===== config.mk =====
export PLATFORM = sky130hd
export DESIGN_NAME = alu_seq
export DESIGN_NICKNAME = d
export VERILOG_FILES = /design/src/rtl/alu_seq.sv
export SDC_FILE = /design/constraint.sdc
export NUM_CORES = 1
export LEC_CHECK = 0
export ABC_AREA = 1
export CORE_UTILIZATION = 40
export CTS_BUF_LIST = sky130_fd_sc_hd__clkbuf_4
export DETAILED_ROUTE_END_ITERATION = 7
export PLACE_DENSITY_LB_ADDON = 0.1
export SLEW_MARGIN = 20
export SYNTH_ARGS = -nofsm -noshare
export SYNTH_HDL_FRONTEND = slang
export SYNTH_SLANG_ARGS = --single-unit
export TNS_END_PERCENT = 20

===== constraint.sdc =====
create_clock -name clk -period 2.35 [get_ports clk]
set_input_delay 0.705 -clock clk [delete_from_list [all_inputs] [get_ports clk]]
set_output_delay 0.705 -clock clk [all_outputs]
set_load 0.005 [all_outputs]

===== src/rtl/alu_seq.sv =====
// Sequential ALU: eight opcodes behind valid/ready handshakes.
// Ops 0-6 complete in one cycle; MUL runs a WORD_SIZE-step shift-add.
module alu_seq #(
    parameter int WORD_SIZE = 8,
    localparam int SHAMT_W = $clog2(WORD_SIZE)
) (
    input  logic                 clk,
    input  logic                 rst,
    input  logic [WORD_SIZE-1:0] a,
    input  logic [WORD_SIZE-1:0] b,
    input  logic [2:0]           op,
    input  logic                 in_valid,
    output logic                 in_ready,
    output logic [WORD_SIZE-1:0] c,
    output logic                 flag_z,
    output logic                 flag_n,
    output logic                 flag_c,
    output logic                 flag_v,
    output logic                 out_valid,
    input  logic                 out_ready
);

    localparam logic [0:0] IDLE = 1'b0;
    localparam logic [0:0] MUL  = 1'b1;

    localparam logic [2:0] OP_ADD = 3'd0;
    localparam logic [2:0] OP_SUB = 3'd1;
    localparam logic [2:0] OP_AND = 3'd2;
    localparam logic [2:0] OP_OR  = 3'd3;
    localparam logic [2:0] OP_XOR = 3'd4;
    localparam logic [2:0] OP_SHL = 3'd5;
    localparam logic [2:0] OP_SHR = 3'd6;
    localparam logic [2:0] OP_MUL = 3'd7;

    localparam int MSB = WORD_SIZE - 1;

    logic [0:0]             state;
    logic [SHAMT_W-1:0]     cnt;
    logic [2*WORD_SIZE-1:0] acc;
    logic [2*WORD_SIZE-1:0] acc_nxt;
    logic [WORD_SIZE-1:0]   ma;
    logic [WORD_SIZE-1:0]   mb;

    logic                   accept;
    logic [SHAMT_W-1:0]     s;
    logic [WORD_SIZE:0]     sum;
    logic [WORD_SIZE:0]     diff;
    logic [WORD_SIZE:0]     shl;
    logic [WORD_SIZE:0]     shr;
    logic [WORD_SIZE-1:0]   res;
    logic                   res_c;
    logic                   res_v;

    assign in_ready = !rst && (state == IDLE) && (!out_valid || out_ready);
    assign accept   = in_valid && in_ready;
    assign s        = b[SHAMT_W-1:0];

    // Single-cycle datapath; shifts use a guard bit to capture the bit shifted out
    always_comb begin
        sum   = {1'b0, a} + {1'b0, b};
        diff  = {1'b0, a} - {1'b0, b};
        shl   = {1'b0, a} << s;
        shr   = {a, 1'b0} >> s;
        res   = '0;
        res_c = 1'b0;
        res_v = 1'b0;
        case (op)
            OP_ADD: begin
                res   = sum[WORD_SIZE-1:0];
                res_c = sum[WORD_SIZE];
                res_v = (a[MSB] == b[MSB]) && (sum[MSB] != a[MSB]);
            end
            OP_SUB: begin
                res   = diff[WORD_SIZE-1:0];
                res_c = diff[WORD_SIZE];
                res_v = (a[MSB] != b[MSB]) && (diff[MSB] != a[MSB]);
            end
            OP_AND: res = a & b;
            OP_OR:  res = a | b;
            OP_XOR: res = a ^ b;
            OP_SHL: begin
                res   = shl[WORD_SIZE-1:0];
                res_c = shl[WORD_SIZE];
            end
            OP_SHR: begin
                res   = shr[WORD_SIZE:1];
                res_c = shr[0];
            end
            default: ;
        endcase
    end

    // MSB-first shift-add step: double the partial product, add A when the multiplier bit is set
    always_comb begin
        acc_nxt = (acc << 1) + (mb[MSB] ? {{WORD_SIZE{1'b0}}, ma} : '0);
    end

    // Control FSM plus result/flag register
    always_ff @(posedge clk) begin
        if (rst) begin
            state     <= IDLE;
            out_valid <= 1'b0;
            c         <= '0;
            flag_z    <= 1'b0;
            flag_n    <= 1'b0;
            flag_c    <= 1'b0;
            flag_v    <= 1'b0;
            cnt       <= '0;
            acc       <= '0;
            ma        <= '0;
            mb        <= '0;
        end else begin
            case (state)
                IDLE: begin
                    if (accept) begin
                        if (op == OP_MUL) begin
                            ma        <= a;
                            mb        <= b;
                            acc       <= '0;
                            cnt       <= '0;
                            out_valid <= 1'b0;
                            state     <= MUL;
                        end else begin
                            c         <= res;
                            flag_z    <= (res == '0);
                            flag_n    <= res[MSB];
                            flag_c    <= res_c;
                            flag_v    <= res_v;
                            out_valid <= 1'b1;
                        end
                    end else if (out_valid && out_ready) begin
                        out_valid <= 1'b0;
                    end
                end
                default: begin
                    acc <= acc_nxt;
                    mb  <= mb << 1;
                    cnt <= cnt + SHAMT_W'(1);
                    if (cnt == SHAMT_W'(WORD_SIZE - 1)) begin
                        c         <= acc_nxt[WORD_SIZE-1:0];
                        flag_z    <= (acc_nxt[WORD_SIZE-1:0] == '0);
                        flag_n    <= acc_nxt[MSB];
                        flag_c    <= |acc_nxt[2*WORD_SIZE-1:WORD_SIZE];
                        flag_v    <= 1'b0;
                        out_valid <= 1'b1;
                        state     <= IDLE;
                    end
                end
            endcase
        end
    end

endmodule


==> Word-level counts from Yosys, hierarchy flattened <==
Cells that the tools add are included.
Widths: inputs -> output; s select.
{ "word_totals": {"ff_bits": 48} }
{ "classes": {"n_addsub": 4, "n_eq_ne": 14, "n_shift": 2, "muxes": 42, "n_bitwise": 4, "n_reduce_logical": 22} }
{ "op_table": {"columns": ["cell", "n"], "rows": [
  ["$mux 8", 8],
  ["$pmux 8 s7", 1],
  ["$mux 15", 3],
  ["$mux 1", 25],
  ["$add 16x8->16", 1],
  ["$logic_not 8->1", 2],
  ["$eq 3x3->1 const B", 5],
  ["$add 8x8->9", 1],
  ["$mux 3", 3],
  ["$shl 8x3->9", 1],
  ["$shr 9x3->9", 1],
  ["$sub 8x8->9", 1],
  ["$and 8x8->8", 1],
  ["$or 8x8->8", 1],
  ["$reduce_or 8->1", 1],
  ["$xor 8x8->8", 1],
  ["$eq 3x2->1 const B", 2],
  ["$logic_and 1x1->1", 6],
  ["$reduce_and 2->1", 3],
  ["$reduce_and 3->1", 2],
  ["$pmux 1 s4", 1],
  ["$reduce_bool 2->1", 2],
  ["$add 3x1->3 const B", 1],
  ["$eq 3x1->1 const B", 1],
  ["11 further kinds", 14]
]} }

==> Depth between registers and ports, before layout <==
Gate-level depths: netlist of run 1.
{ "depth": {"ltp_word": 7, "ltp_mapped": 19, "mapped_depth_nobuf": 18} }

==> Worst setup path after synthesis of run 1 <==
OpenSTA, ideal clock, no wires.
{ "synth_path": {"path_kind": "register -> register", "from": "register mb[7]", "to": "register flag_c", "setup_time_ps": 119, "arrival_ps": 2132, "path_slack_ps": 98, "stages_incl_launch_ff": 19, "path_buffers": 1, "synth_period_minus_slack_ps": 2252, "cell_sequence": "dfxtp_1 > clkbuf_1 > nand2_1 > inv_1 > ha_1 > inv_1 > fa_1 > inv_1 > nand3_1 > nand2_1 > nand2_1 > nand2_1 > nand2_1 > xor2_1 > nand2_1 > nor2_1 > nand2_1 > nand2_1 > a21oi_1"} }
{ "synth_between": {"elab_chain_cells": 5} }
{ "synth_rtl": {"columns": ["element", "line", "source"], "rows": [
  ["from (decl)", "42", "logic [WORD_SIZE-1:0] mb;"],
  ["from (signal assigned)", "137", "mb <= mb << 1;"],
  ["$mux 8", "95", "acc_nxt = (acc << 1) + (mb[MSB] ? {{WORD_SIZE{1'b0}}, ma} : '0);"],
  ["$add 16x8->16", "95", null],
  ["$reduce_or 8->1", "143", "flag_c <= |acc_nxt[2*WORD_SIZE-1:WORD_SIZE];"],
  ["$mux 1", "139", "if (cnt == SHAMT_W'(WORD_SIZE - 1)) begin"],
  ["$mux 1", "113", "case (state)"],
  ["to (signal assigned)", "127", "flag_c <= res_c;"],
  ["to (signal assigned)", "143", null],
  ["to (decl)", "17", "output logic flag_c,"]
]} }
No other way between the ends. The select of a mux whose other input is x is not followed.
A chain may end at the register's enable or synchronous reset.

==> Worst setup path in the final report of run 1 <==
{ "layout_path": {"from": "input a[7]", "to": "register flag_c"} }
{ "layout_between": {"elab_chain_cells": 5, "elab_cells_between_ends": 8} }
{ "layout_rtl": {"columns": ["element", "line", "source"], "rows": [
  ["from (decl)", "9", "input logic [WORD_SIZE-1:0] a,"],
  ["$sub 8x8->9 (tied with other cells)", "61", "diff = {1'b0, a} - {1'b0, b};"],
  ["$pmux 1 s4 (*)", "67", "case (op)"],
  ["$mux 1 (*)", "116", "if (op == OP_MUL) begin"],
  ["$mux 1 (*)", "115", "if (accept) begin"],
  ["$mux 1 (*)", "113", null]
]} }
Mark *: on every way between the ends. The rest lies on a longest branch, timed or not. The select of a mux whose other input is x is not followed.

==> impl_metrics.json, run 1 <==
{
  "drtIter0Drc": 268,
  "max_freq_mhz": 438,
  "ant_nets": 0,
  "dr.pass1.iters": 5,
  "multiInputGateArea_um2": 3050,
  "grt_pass1_wl_um": 23600,
  "ys_warn_count": 0,
  "ys_ff_latch": 47,
  "post-route-min-period_ns": 2.28,
  "fin_nets": 883,
  "postCtsHoldBufs": 0,
  "worstSetupEndpoint": "flag_c",
  "cp_top_family": "buffers and inverters",
  "pre_cts_slack_ns": -0.601,
  "die_x_um": 105,
  "path_cells": "clkdlybuf4s50_1 -> inv_1 -> ha_1 -> buf_4 -> nand3_1 -> o211ai_1 -> a21oi_1 -> nand2_1 -> a21oi_1 -> a21oi_1",
  "layout_setup_ws_ns": 0.0682,
  "crit_required_ns": 2.62,
  "dr_total_vias": 5007,
  "rsz0062_at_grt": "true",
  "setup_viol": 0,
  "p_leak_uw": 0.00285,
  "timing.rr.start": "mb[7]",
  "synth_fp_nets": 768,
  "dieArea_um2": 11100,
  "die_y_um": 105,
  "row_count": 37,
  "grt-ovfl-total": 0,
  "worst_hold_path_type": "register to register",
  "ioPinCount": 37,
  "cts_root_buf": "clkbuf_4",
  "via_per_inst": 5.22,
  "final_common_cell": "nand2_1",
  "fin_worst_skew_ns": 0.0173,
  "r2r.worst_path.cells": 13,
  "p_int_uw": 1270,
  "worstSetupPathType": "input pin to register",
  "num_antenna_cells": 0,
  "gp_congestion": 0.961,
  "rr_endpoint": "flag_z",
  "synth_area_per_cell_um2": 6.03,
  "final_max_slew_viol_count": 0,
  "hold_viol_final": 0,
  "antenna_found_initial": 0,
  "first_global_vias": 4714,
  "drc": 0,
  "arrival_ns": 2.55,
  "cts_buffer_depth": 2,
  "cts_tree": "yes",
  "drive_gt1_share_pct": 23.1,
  "slew_headroom_pct": 74.8,
  "syn2layout_area_growth_pct": 33.1,
  "synth_area_um2": 4270,
  "crit_slowest_cell": "clkdlybuf4s50_1",
  "maxCapViolCount": 0,
  "power_density_nw_per_um2": 346,
  "cts_max_level": 2,
  "clockPowerShare_pct": 18.9,
  "critPathMaxFanout": 5,
  "synth_cells": 708,
  "ys_types": 35,
  "cp.depth": 10,
  "cpMostUsedCell": "a21oi_1",
  "post_drt_wl_per_cell_um": 15.3,
  "pwr-share-seq_pct": 42.4,
  "ff_latch_area_um2": 943,
  "numCtsBuffers": 5,
  "cts.sinks": 47,
  "start_util_pct": 41.4,
  "period_share_pct": 97.1,
  "swShare_pct": 35.6,
  "path_buf_inv": 3,
  "cp-start-kind": "input pin",
  "grt_use_total_pct": 26.9,
  "dp_hpwl_um": 12000,
  "endpoint_kind": "register",
  "p_comb_share_pct": 38.7,
  "layout_common_cells": "nand2_1 (201), buf_4 (100), nand3_1 (89), inv_1 (74), nor2_1 (50)",
  "clk_latency_ns": 0.37,
  "ir_worst_vdd_uv": 227,
  "fillers": 1103,
  "core_um2": 10300,
  "slowest_delay_ns": 0.55,
  "final_core_util_pct": 55.0,
  "io_buffer_count": 36,
  "p_sw_uw": 701,
  "worst_pin_slew_ns": 0.377,
  "startpoint": "a[7]",
  "wl_um": 14700,
  "worstHoldPathCells": 2,
  "grt_max_degree": 26,
  "r2r_slack_ns": 0.19,
  "clkTransAtPathRegs_ns": 0.14,
  "ys_seq_area_share_pct": 22.0,
  "outcome": "completed"
}
## worst reg2reg max path: stages (launching register included)
cell,delay [ns]
dfxtp_2,0.37
nand2_1,0.05
inv_1,0.05
ha_1,0.15
inv_1,0.05
fa_2,0.51
inv_1,0.05
nor4_1,0.34
nand2_1,0.12
nor2_1,0.11
nand3_1,0.10
nand2_1,0.07
inv_1,0.04
a21oi_1,0.10
## sequential cells by signal, indices dropped and copies added, names as in the netlist
signal,cells
ma,8
cnt,3
flag_c,1
out_valid,1
c,8
mb,8
flag_z,1
state,1
flag_v,1
acc,15
## per-stage QoR
stage | instance area [um^2] | hold slack, ns | TNS (ns) | power, uW | cells
after floorplan | 4270 | 0.444 | 0 | 1210 | 708
after global placement | 5360 | 0.450 | -9.36 | 1530 | 945
after detailed placement | 5360 | 0.460 | -11.61 | 1540 | 945
after CTS | 5500 | 0.479 | 0 | 1920 | 953
after global routing | 5680 | 0.488 | -0.0375 | 2090 | 959
final | 5680 | 0.477 | 0 | 1970 | 959
## worst min path at each step
stage | start | to | slack (ns)
2_1_floorplan | cnt[1] | cnt[1] | 0.44
3_3_place_gp | cnt[1] | cnt[1] | 0.45
3_5_place_dp | acc[5] | acc[5] | 0.46
4_1_cts | acc[5] | acc[5] | 0.48
5_1_grt | cnt[2] | cnt[2] | 0.49
6_report | cnt[2] | cnt[2] | 0.48
## synth_stat cells
cell type  number  area, um^2
and2_1          1        6.26
nor3_1          1        5.00
o221a_2         1        11.3
o21bai_1        1        7.51
nor4_1          1        6.26
nor2_4          2        22.5
clkbuf_1        8        30.0
o21ai_1         8        40.0
or2_2           5        31.3
xnor2_1         3        26.3
xor2_1          6        52.6
o21ai_0        23         115
o31ai_1         1        7.51
buf_4           4        30.0
nor2_1         58         218
nand3_1        95         475
nor2_2          2        12.5
buf_2          15        75.1
a31oi_1        15        93.8
o21ai_2         1        8.76
o211ai_1        4        30.0
nand2_1       208         781
fa_1            3        60.1
nand2_2         2        12.5
a21boi_4        1        18.8
inv_1          86         323
ha_1           34         425
dfxtp_1        47         941
a21oi_1        47         235
nand3b_1        4        30.0
o22ai_1         1        6.26
a21o_1          1        7.51
inv_2           4        15.0
nand4_1        12        75.1
buf_6           3        33.8
## area by class of cell
class                      count  share of cell area [%]
sequential                    47                    16.6
multi-input combinational    541                    53.7
tap                          136                    2.99
timing repair buffer         138                    20.0
clock buffer                   5                   0.661
clock inverter                 2                   0.154
inverter                      90                    5.94
## kinds of logic (layout without fill, tap and decap cells)
logic type / Yosys count / in the layout / share of synthesized area, %
fa+ha+maj: 37 / 37 / 11.4
compound gates: 104 / 104 / 13.6
buf+inv: 120 / 235 / 11.9
flops: 47 / 47 / 22.0
simple gates: 391 / 391 / 39.2
xor+xnor: 9 / 9 / 1.85
## what timing repair did
| item | in CTS | in global routing |
|---|---|---|
| buffers inserted | 1 | 6 |
| pin swaps | 6 | 16 |
| gates resized for setup | 32 | 67 |
| setup endpoints to repair | 10 | 11 |
## layer usage
metal	share of wire (%)	track usage [%]	vias up
li1	-	-	2520
met1	49	38.7	2335
met2	45	43.8	137
met3	4.8	2.72	15
met4	1.3	4.02	0
met5	0	0	-
## power groups by stage
stage | sequential [uW] | combinational [uW] | clock, uW
after floorplan | 851 | 357 | 0
after global placement | 851 | 683 | 0
after detailed placement | 852 | 688 | 0
after CTS | 834 | 710 | 380
after global routing | 838 | 833 | 415
final | 835 | 762 | 372
Note: power is estimated with default switching activity, not from simulation.
==> inputs of run 2 (changes only) <==
- CORE_ASPECT_RATIO: not set -> 1.4
==> impl_metrics.json, run 2 (synthesis results as in run 1) <==
{
  "dieArea_um2": 11100,
  "clkTransAtPathRegs_ns": 0.13,
  "worstSetupPathType": "input pin to register",
  "wl_um": 15700,
  "p_int_uw": 1310,
  "timing.rr.start": "mb[7]",
  "p_comb_share_pct": 39.8,
  "slowest_delay_ns": 0.49,
  "p_leak_uw": 0.00296,
  "fin_worst_skew_ns": 0.0183,
  "arrival_ns": 2.58,
  "design_area_um2": 5960,
  "cts_root_buf": "clkbuf_4",
  "ioPinCount": 37,
  "placed_area_um2": 5450,
  "cts_buffer_depth": 2,
  "startpoint": "b[3]",
  "largest_reg_flops": 15,
  "worst_pin_slew_ns": 0.362,
  "swShare_pct": 35.0,
  "path_cells": "clkdlybuf4s50_1 -> inv_2 -> buf_4 -> ha_1 -> inv_1 -> o21bai_1 -> a21oi_2 -> nand2_1 -> buf_4 -> xor2_1 -> nand3_1 -> o31ai_1 -> nand3_1 -> nand2_1",
  "final_common_cell": "nand2_1",
  "drtIter0Drc": 174,
  "cp-start-kind": "input pin",
  "via_per_inst": 5.21,
  "ir_worst_vdd_uv": 181,
  "clk_latency_ns": 0.38,
  "critPathMaxFanout": 2,
  "hold_viol_final": 0,
  "die_y_um": 124,
  "dp_hpwl_um": 12600,
  "grt_pass1_wl_um": 24200,
  "io_buffer_count": 36,
  "die_x_um": 89.3,
  "numCtsBuffers": 5,
  "ant_nets": 0,
  "worstHoldStart": "cnt[1]",
  "worst_hold_path_type": "register to register",
  "final_core_util_pct": 57.6,
  "post_drt_wl_per_cell_um": 16.1,
  "rsz0062_at_grt": "true",
  "antenna_found_initial": 1,
  "core_um2": 10300,
  "drive_gt1_share_pct": 26.4,
  "regMostFlops": "acc",
  "maxCapViolCount": 0,
  "dr_total_vias": 5066,
  "grt_use_total_pct": 29.1,
  "fin_setup_tns_ns": 0,
  "layout_setup_ws_ns": 0.0893,
  "syn2layout_area_growth_pct": 39.7,
  "cts_tree": "yes",
  "fin_nets": 893,
  "fin_cells": 973,
  "dr.pass1.iters": 4,
  "grt-ovfl-total": 0,
  "period_share_pct": 96.2,
  "clockPowerShare_pct": 18.8,
  "endpoint_kind": "register",
  "gp_congestion": 0.984,
  "postCtsHoldBufs": 0,
  "first_global_vias": 4819,
  "grt_max_degree": 28,
  "setup_viol": 0,
  "p_sw_uw": 705,
  "layout_common_cells": "nand2_1 (194), buf_4 (104), nand3_1 (88), inv_1 (72), nor2_1 (46)",
  "cts.sinks": 47,
  "crit_required_ns": 2.66,
  "row_count": 44,
  "cp_top_family": "buffers and inverters",
  "start_util_pct": 41.2,
  "cts_max_level": 2,
  "drc": 0,
  "crit_slowest_cell": "clkdlybuf4s50_1",
  "pre_cts_slack_ns": -0.661,
  "path_buf_inv": 5,
  "power_density_nw_per_um2": 338,
  "final_max_slew_viol_count": 0,
  "outcome": "completed",
  "pwr-share-seq_pct": 41.4,
  "slew_headroom_pct": 75.6,
  "dp.cells": 956,
  "post-route-min-period_ns": 2.26,
  "max_freq_mhz": 442
}
[run 2: area by class of cell]
| type | count | area, um^2 |
|---|---|---|
| fill | 1079 | 4390 |
| multi-input combinational | 541 | 3180 |
| timing repair buffer | 148 | 1270 |
| sequential | 47 | 943 |
| inverter | 90 | 340 |
| tap | 138 | 173 |
| clock buffer | 6 | 45.0 |
| clock inverter | 2 | 7.51 |
| antenna | 1 | 2.50 |
[run 2: stage by stage]
step | power, uW | hold WS [ns]
floorplan | 1210 | 0.444
global placement | 1570 | 0.450
detailed placement | 1570 | 0.460
CTS | 1980 | 0.480
global route | 2140 | 0.500
finish | 2010 | 0.479
[run 2: per-layer routing]
metal,GRT usage (%),wire [um],share of wire (%)
met1,31.8,6110,39
met2,52.1,8270,53
met3,2.86,406,2.6
met4,17.5,892,5.7
met5,0,0,0
[run 2: final timing paths]
path / depth (start not counted) / endpoint / slack [ns]
worst max-delay path: 14 / flag_v / 0.09
worst min register to register: 2 / cnt[1] / 0.48
worst min-delay path: 2 / cnt[1] / 0.48
worst max register to register: 14 / c[7] / 0.14
[run 2: power by group through the flow]
stage | Clock [uW] | Combinational (uW) | Sequential [uW]
after floorplan | 0 | 357 | 851
after global placement | 0 | 718 | 851
after detailed placement | 0 | 720 | 852
after CTS | 391 | 753 | 835
after global routing | 428 | 874 | 838
final | 378 | 801 | 834
[run 2: tightest hold or removal path: cells and delay by family, from the launching register on]
family / cells / cell delay [ns]
AOI/OAI and AO/OA: 1 / 0.05
DFF: 1 / 0.34
and+or+nand+nor: 1 / 0.06
[run 2: repair_timing]
action | in CTS | in global routing
pin swaps | 6 | 24
resized for setup | 33 | 93
buffers inserted | 3 | 5
endpoints found under the setup margin | 10 | 13
==> inputs of run 3 (changes only) <==
- CAP_MARGIN: not set -> 20
==> results of run 3 <==
The final DEF is identical to that of run 2; final timing and power are the same.
